### config.mk
export PLATFORM = sky130hd
export DESIGN_NAME = an_arbiter
export DESIGN_NICKNAME = d
export VERILOG_FILES = /design/src/rtl/an_arbiter_pkg.sv /design/src/rtl/an_arbiter_match_detect.sv /design/src/rtl/an_arbiter.sv
export SDC_FILE = /design/constraint.sdc
export NUM_CORES = 1
export LEC_CHECK = 0
export CELL_PAD_IN_SITES_DETAIL_PLACEMENT = 0
export CELL_PAD_IN_SITES_GLOBAL_PLACEMENT = 2
export CORE_MARGIN = 1.5
export CORE_UTILIZATION = 35
export CTS_CLUSTER_DIAMETER = 60
export DETAILED_ROUTE_END_ITERATION = 7
export PLACE_DENSITY_LB_ADDON = 0.1
export SLEW_MARGIN = 20
export SYNTH_ARGS = -nofsm -noshare
export SYNTH_HDL_FRONTEND = slang
export SYNTH_SLANG_ARGS = --single-unit
### constraint.sdc
create_clock -name clk -period 3.7 [get_ports clk]
set_input_delay 0.74 -clock clk [delete_from_list [all_inputs] [get_ports clk]]
set_output_delay 0.74 -clock clk [all_outputs]
set_load 0.01 [all_outputs]
### src/rtl/an_arbiter_pkg.sv
// Shared encodings for the 1000BASE-X auto-negotiation arbiter.
package an_arbiter_pkg;

  localparam logic [1:0] XMIT_CONFIG = 2'd0;
  localparam logic [1:0] XMIT_IDLE   = 2'd1;
  localparam logic [1:0] XMIT_DATA   = 2'd2;

  localparam int unsigned ACK_BIT = 14;

  typedef enum logic [2:0] {
    AN_ENABLE,
    AN_RESTART,
    ABILITY_DETECT,
    ACKNOWLEDGE_DETECT,
    COMPLETE_ACKNOWLEDGE,
    IDLE_DETECT,
    LINK_OK,
    AN_DISABLE_LINK_OK
  } an_state_t;

  function automatic logic [15:0] mask_ack(input logic [15:0] word);
    logic [15:0] w;
    w          = word;
    w[ACK_BIT] = 1'b0;
    return w;
  endfunction

  function automatic logic [15:0] set_ack(input logic [15:0] word);
    logic [15:0] w;
    w          = word;
    w[ACK_BIT] = 1'b1;
    return w;
  endfunction

endpackage

### src/rtl/an_arbiter_match_detect.sv
// Ability / acknowledge / idle run counters and the consistency latch.
module an_match_detect
  import an_arbiter_pkg::*;
#(
  parameter int unsigned MATCH_COUNT = 3
) (
  input  logic        clk,
  input  logic        reset,
  input  logic        clear,
  input  logic        latch_consistency,
  input  logic        rx_config_valid,
  input  logic [15:0] rx_config_reg,
  input  logic        rx_idle,
  output logic        ability_match,
  output logic        acknowledge_match,
  output logic        consistency_match,
  output logic        idle_match,
  output logic [15:0] rx_word
);

  localparam int unsigned CW = $clog2(MATCH_COUNT + 1);
  localparam logic [CW-1:0] MATCH_MAX = CW'(MATCH_COUNT);
  localparam logic [CW-1:0] ONE = CW'(1);

  logic [CW-1:0] abl_cnt;
  logic [CW-1:0] ack_cnt;
  logic [CW-1:0] idle_cnt;
  logic [15:0]   last_word;
  logic [15:0]   cons_word;
  logic [15:0]   rx_masked;
  logic [15:0]   last_masked;
  logic          same_word;

  assign rx_masked   = mask_ack(rx_config_reg);
  assign last_masked = mask_ack(last_word);
  assign same_word   = (rx_masked == last_masked);

  always_ff @(posedge clk or posedge reset) begin
    if (reset) begin
      abl_cnt   <= '0;
      ack_cnt   <= '0;
      idle_cnt  <= '0;
      last_word <= '0;
      cons_word <= '0;
    end else if (clear) begin
      abl_cnt   <= '0;
      ack_cnt   <= '0;
      idle_cnt  <= '0;
      last_word <= '0;
      cons_word <= '0;
    end else begin
      if (latch_consistency)
        cons_word <= last_masked;
      if (rx_config_valid) begin
        last_word <= rx_config_reg;
        idle_cnt  <= '0;
        if (!same_word)
          abl_cnt <= ONE;
        else if (abl_cnt != MATCH_MAX)
          abl_cnt <= abl_cnt + ONE;
        if (!rx_config_reg[ACK_BIT])
          ack_cnt <= '0;
        else if (!same_word)
          ack_cnt <= ONE;
        else if (ack_cnt != MATCH_MAX)
          ack_cnt <= ack_cnt + ONE;
      end else if (rx_idle) begin
        // An idle breaks any /C/ run, so LINK_OK is not kicked by stale config matches.
        abl_cnt <= '0;
        ack_cnt <= '0;
        if (idle_cnt != MATCH_MAX)
          idle_cnt <= idle_cnt + ONE;
      end
    end
  end

  assign ability_match     = (abl_cnt == MATCH_MAX);
  assign acknowledge_match = (ack_cnt == MATCH_MAX);
  assign idle_match        = (idle_cnt == MATCH_MAX);
  assign consistency_match = (cons_word == last_masked);
  assign rx_word           = last_word;

endmodule

### src/rtl/an_arbiter.sv
// Clause 37 auto-negotiation arbiter: state machine, link timer, output registers.
module an_arbiter
  import an_arbiter_pkg::*;
#(
  parameter int unsigned LINK_TIMER_CYCLES = 1250000,
  parameter int unsigned MATCH_COUNT       = 3
) (
  input  logic        clk,
  input  logic        reset,
  input  logic        link_ok,
  input  logic        mr_an_enable,
  input  logic        mr_restart_an,
  input  logic [15:0] mr_adv_ability,
  input  logic        rx_config_valid,
  input  logic [15:0] rx_Config_Reg,
  input  logic        rx_idle,
  input  logic        rx_invalid,
  output logic [1:0]  xmit,
  output logic [15:0] tx_Config_Reg,
  output logic        mr_an_complete,
  output logic        mr_page_rx,
  output logic [15:0] mr_lp_adv_ability
);

  localparam int unsigned TW = (LINK_TIMER_CYCLES > 1) ? $clog2(LINK_TIMER_CYCLES) : 1;
  localparam logic [TW-1:0] TIMER_LAST = TW'(LINK_TIMER_CYCLES - 1);

  an_state_t   state;
  an_state_t   next_state;
  logic        en_q;
  logic [TW-1:0] timer_cnt;
  logic        link_timer_done;
  logic        global_restart;
  logic        entry;
  logic        timer_clear;

  logic        ability_match;
  logic        acknowledge_match;
  logic        consistency_match;
  logic        idle_match;
  logic [15:0] rx_word;
  logic        rx_zero;

  logic [1:0]  xmit_d;
  logic [15:0] tx_d;
  logic        complete_d;
  logic        page_d;
  logic [15:0] lp_d;

  an_match_detect #(
    .MATCH_COUNT(MATCH_COUNT)
  ) u_match (
    .clk               (clk),
    .reset             (reset),
    .clear             (next_state == AN_ENABLE),
    .latch_consistency (entry && (next_state == ACKNOWLEDGE_DETECT)),
    .rx_config_valid   (rx_config_valid),
    .rx_config_reg     (rx_Config_Reg),
    .rx_idle           (rx_idle),
    .ability_match     (ability_match),
    .acknowledge_match (acknowledge_match),
    .consistency_match (consistency_match),
    .idle_match        (idle_match),
    .rx_word           (rx_word)
  );

  assign rx_zero         = (mask_ack(rx_word) == 16'h0000);
  assign link_timer_done = (timer_cnt == TIMER_LAST);
  assign global_restart  = !link_ok || mr_restart_an || (mr_an_enable != en_q) ||
                           (rx_invalid && (xmit == XMIT_CONFIG));

  always_comb begin
    next_state = state;
    case (state)
      AN_ENABLE:
        next_state = mr_an_enable ? AN_RESTART : AN_DISABLE_LINK_OK;
      AN_RESTART:
        if (link_timer_done) next_state = ABILITY_DETECT;
      ABILITY_DETECT:
        if (ability_match && !rx_zero) next_state = ACKNOWLEDGE_DETECT;
      ACKNOWLEDGE_DETECT:
        if (acknowledge_match && consistency_match)
          next_state = COMPLETE_ACKNOWLEDGE;
        else if (acknowledge_match || (ability_match && rx_zero))
          next_state = AN_ENABLE;
      COMPLETE_ACKNOWLEDGE:
        if (ability_match && rx_zero)
          next_state = AN_ENABLE;
        else if (link_timer_done && ability_match)
          next_state = IDLE_DETECT;
      IDLE_DETECT:
        if (ability_match && rx_zero)
          next_state = AN_ENABLE;
        else if (link_timer_done && idle_match)
          next_state = LINK_OK;
      LINK_OK:
        if (ability_match) next_state = AN_ENABLE;
      AN_DISABLE_LINK_OK:
        next_state = state;
      default:
        next_state = AN_ENABLE;
    endcase
    if (global_restart)
      next_state = AN_ENABLE;
  end

  assign entry       = (next_state != state);
  assign timer_clear = entry && ((next_state == AN_RESTART) ||
                                 (next_state == COMPLETE_ACKNOWLEDGE) ||
                                 (next_state == IDLE_DETECT));

  // Output values are decoded from next_state so they update on the entry edge.
  always_comb begin
    xmit_d     = xmit;
    tx_d       = tx_Config_Reg;
    complete_d = mr_an_complete;
    page_d     = mr_page_rx;
    lp_d       = mr_lp_adv_ability;
    case (next_state)
      AN_ENABLE: begin
        xmit_d     = XMIT_CONFIG;
        tx_d       = '0;
        complete_d = 1'b0;
        page_d     = 1'b0;
      end
      AN_RESTART: begin
        xmit_d = XMIT_CONFIG;
        tx_d   = '0;
      end
      ABILITY_DETECT: begin
        xmit_d = XMIT_CONFIG;
        tx_d   = mask_ack(mr_adv_ability);
      end
      ACKNOWLEDGE_DETECT: begin
        xmit_d = XMIT_CONFIG;
        tx_d   = set_ack(mr_adv_ability);
      end
      COMPLETE_ACKNOWLEDGE: begin
        xmit_d = XMIT_CONFIG;
        tx_d   = set_ack(mr_adv_ability);
        if (entry) begin
          page_d = 1'b1;
          lp_d   = rx_word;
        end
      end
      IDLE_DETECT:
        xmit_d = XMIT_IDLE;
      LINK_OK: begin
        xmit_d     = XMIT_DATA;
        complete_d = 1'b1;
      end
      AN_DISABLE_LINK_OK: begin
        xmit_d = XMIT_DATA;
        tx_d   = '0;
      end
      default: begin
        xmit_d = XMIT_CONFIG;
        tx_d   = '0;
      end
    endcase
  end

  always_ff @(posedge clk or posedge reset) begin
    if (reset) begin
      state             <= AN_ENABLE;
      en_q              <= 1'b0;
      timer_cnt         <= '0;
      xmit              <= XMIT_CONFIG;
      tx_Config_Reg     <= '0;
      mr_an_complete    <= 1'b0;
      mr_page_rx        <= 1'b0;
      mr_lp_adv_ability <= '0;
    end else begin
      state             <= next_state;
      en_q              <= mr_an_enable;
      xmit              <= xmit_d;
      tx_Config_Reg     <= tx_d;
      mr_an_complete    <= complete_d;
      mr_page_rx        <= page_d;
      mr_lp_adv_ability <= lp_d;
      if (timer_clear)
        timer_cnt <= '0;
      else if (!link_timer_done)
        timer_cnt <= timer_cnt + 1'b1;
    end
  end

endmodule
==> results.sh <==
export IMPL_leakage_nw=2.80
export IMPL_status="completed"
export IMPL_final_common_cell="dfrtp_1"
export IMPL_reg2reg_to="mr_lp_adv_ability[10]$_DFFE_PP0P_"
export IMPL_fin_nets=564
export IMPL_fin_skew_ns=0.00555
export IMPL_hold_buffers=0
export IMPL_viasPerCell=4.98
export IMPL_cts_tree="done"
export IMPL_end_kind="flip-flop"
export IMPL_crit_start="timer_cnt[13]$_DFFE_PP0P_"
export IMPL_detail_route_antenna_nets=0
export IMPL_core_area_um2=13300
export IMPL_synth_cell_types=50
export IMPL_rsz0062_at_grt="no"
export IMPL_die_w_um=120
export IMPL_p_per_area_nw_per_um2=395
export IMPL_cts_root_buffer="clkbuf_16"
export IMPL_synth_fp_nets=478
export IMPL_finalSetupTns_ns=0
export IMPL_grt_pass1_vias=3585
export IMPL_fin_util_pct=46.1
export IMPL_clkLatencyLatePin_ns=0.35
export IMPL_synth_cells=434
export IMPL_grt_remaining_overflow=0
export IMPL_drt_wirelength_per_cell_um=15.8
export IMPL_cp_required_ns=3.93
export IMPL_antennaDiodeCount=0
export IMPL_irDropWorstVdd_mv=0.230
export IMPL_syn_avg_cell_area_um2=11.0
export IMPL_slew_headroom_pct=31.2
export IMPL_synth_edff_count=0
export IMPL_routabilityCongestion=0.755
export IMPL_finalInstanceArea_um2=6130
export IMPL_slew_violations=0
export IMPL_cts_buffers_inserted=9
export IMPL_routed_wl_um=11100
export IMPL_post_cts_resized=0
export IMPL_antenna_found_initial=0
export IMPL_grt_usage_pct=16.7
export IMPL_reg2reg_depth=8
export IMPL_cp_max_fo=16
export IMPL_worstMarginPinSlew_ns=1.03
export IMPL_r2r_start="timer_cnt[13]$_DFFE_PP0P_"
export IMPL_rows=42
export IMPL_drive_above_1_share_pct=11.5
export IMPL_seq_area_frac_synth_pct=51.2
export IMPL_dieArea_um2=14400
export IMPL_hp_start="tx_Config_Reg[14]$_DFFE_PP0P_"
export IMPL_place_area_um2=5820
export IMPL_fin_ws_ns=0.265
export IMPL_vias=3484
export IMPL_grt_start_max_net_pins=47
export IMPL_hold_path_class="reg2reg"
export IMPL_die_h_um=120
export IMPL_final_setup_viol_count=0
export IMPL_grt_pass1_wl_um=18800
export IMPL_timing_final_crit_share_pct=92.8
export IMPL_max_freq_mhz=291
export IMPL_arrival_ns=3.67
export IMPL_drt_pass1_iter_count=4
export IMPL_post_place_ws_ns=0.144
export IMPL_synth_area_um2=4790
export IMPL_min_period_ns=3.44
export IMPL_portBuffers=74
export IMPL_cts_setup_buffers=0
export IMPL_start_util_pct=36.0
export IMPL_drcViolationCount=0
export IMPL_ios=76
export IMPL_cts_sinks=98
export IMPL_yosys_warnings=0
export IMPL_cts_buffer_depth=2
export IMPL_clkTransAtPathRegs_ns=0.06
export IMPL_hold_depth=1
export IMPL_drtIter0Drc=172
export IMPL_ys_async_sr_fraction_pct=100
export IMPL_synth_seq_cells=98
export IMPL_layout_common_cells="dfrtp_1 (98), clkdlybuf4s50_1 (74), nor2_1 (56)"
export IMPL_htree_levels=3
export IMPL_syn_to_final_growth_pct=28.1
export IMPL_ff2ff_setup_slack_ns=0.26
export IMPL_crit_type="reg2reg"
export IMPL_hold_viol=0
export IMPL_cap_viol_max_count=0
export IMPL_start_kind="flip-flop"
export IMPL_dp_hpwl_um=7800
export IMPL_synth_ff_type="dfrtp_1"
export IMPL_whs_endpoint="tx_Config_Reg[14]$_DFFE_PP0P_"
[cells by family (layout without fill, tap and decap cells)]
| logic type | count (synthesis) | in the layout | share of synthesized area, % |
|---|---|---|---|
| AOI/OAI and AO/OA | 70 | 70 | 11.7 |
| and+or+nand+nor | 151 | 151 | 16.0 |
| muxes | 34 | 34 | 8.31 |
| DFF | 98 | 98 | 51.2 |
| xor gates and xnor gates | 52 | 52 | 9.51 |
| adders and majority gates | 4 | 4 | 1.05 |
| buffers and inverters | 25 | 115 | 2.22 |
[where the power goes]
group | leakage, nW | internal, mW | total, mW | switching [mW]
logic | 1.30 | 0.132 | 0.268 | 0.136
clock network | 0.151 | 0.585 | 0.988 | 0.403
registers | 1.35 | 1.11 | 1.17 | 0.0510
total | 2.80 | 1.83 | 2.42 | 0.590
[per-layer routing]
layer | share of wire [%] | GRT usage (%)
met2 | 43 | 23.9
met5 | 0 | 0
met4 | 1.6 | 6.70
met3 | 3.4 | 3.71
met1 | 52 | 24.3
[per-stage QoR]
stage	hold WS (ns)	std cells	total power [mW]
3_5_place_dp	0.465	685	1.46
2_1_floorplan	0.479	434	1.34
6_report	0.482	700	2.42
5_1_grt	0.525	700	2.54
3_3_place_gp	0.463	685	1.45
4_1_cts	0.491	700	2.47
[final cells by class]
| cell class | count | area [µm²] |
|---|---|---|
| sequential | 98 | 2450 |
| fill | 1276 | 7160 |
| clock buffer | 9 | 225 |
| multi-input combinational | 311 | 2230 |
| inverter | 9 | 36.3 |
| timing repair buffer | 91 | 881 |
| tap | 176 | 220 |
| clock inverter | 6 | 82.6 |
[worst max-delay path by stage]
| stage | end | slack, ns | depth (start not counted) |
|---|---|---|---|
| after floorplan | en_q$_DFF_PP0_ | 0.40 | 1 |
| after global placement | tx_Config_Reg[6]$_DFFE_PP0P_ | 0.15 | 9 |
| after detailed placement | u_match.cons_word[6]$_DFFE_PP0P_ | 0.14 | 8 |
| after CTS | mr_lp_adv_ability[10]$_DFFE_PP0P_ | 0.23 | 8 |
| after global routing | mr_lp_adv_ability[11]$_DFFE_PP0P_ | 0.005 | 8 |
| final | mr_lp_adv_ability[10]$_DFFE_PP0P_ | 0.26 | 8 |
[registers in the layout, summed over array words and instances (netlist names), 3 cells and up]
| register | count |
|---|---|
| timer_cnt | 21 |
| mr_lp_adv_ability | 16 |
| tx_Config_Reg | 16 |
| u_match.rx_word | 16 |
| u_match.cons_word | 15 |
| state | 3 |
[critical path: stages, from the launching register on]
cell	delay, ns
dfrtp_1	0.41
nor4b_1	0.61
nand2_1	0.11
o41ai_1	0.30
a21oi_1	0.17
o31ai_4	0.48
nand3b_1	0.25
nor2_4	0.57
mux2_2	0.40
[cell usage after synthesis, types with 9 or more instances]
cell type | count | share of area [%]
a21oi_1 | 11 | 1.1
a22o_1 | 31 | 5.7
and3_1 | 11 | 1.4
clkbuf_1 | 11 | 0.86
dfrtp_1 | 98 | 51
inv_1 | 9 | 0.71
mux2_4 | 10 | 3.1
mux2i_1 | 18 | 3.8
nand2_1 | 21 | 1.6
nand3_1 | 15 | 1.6
nor2_1 | 56 | 4.4
xnor2_1 | 27 | 4.9
xor2_1 | 25 | 4.6
No activity file was read; power rests on OpenSTA's default activity.
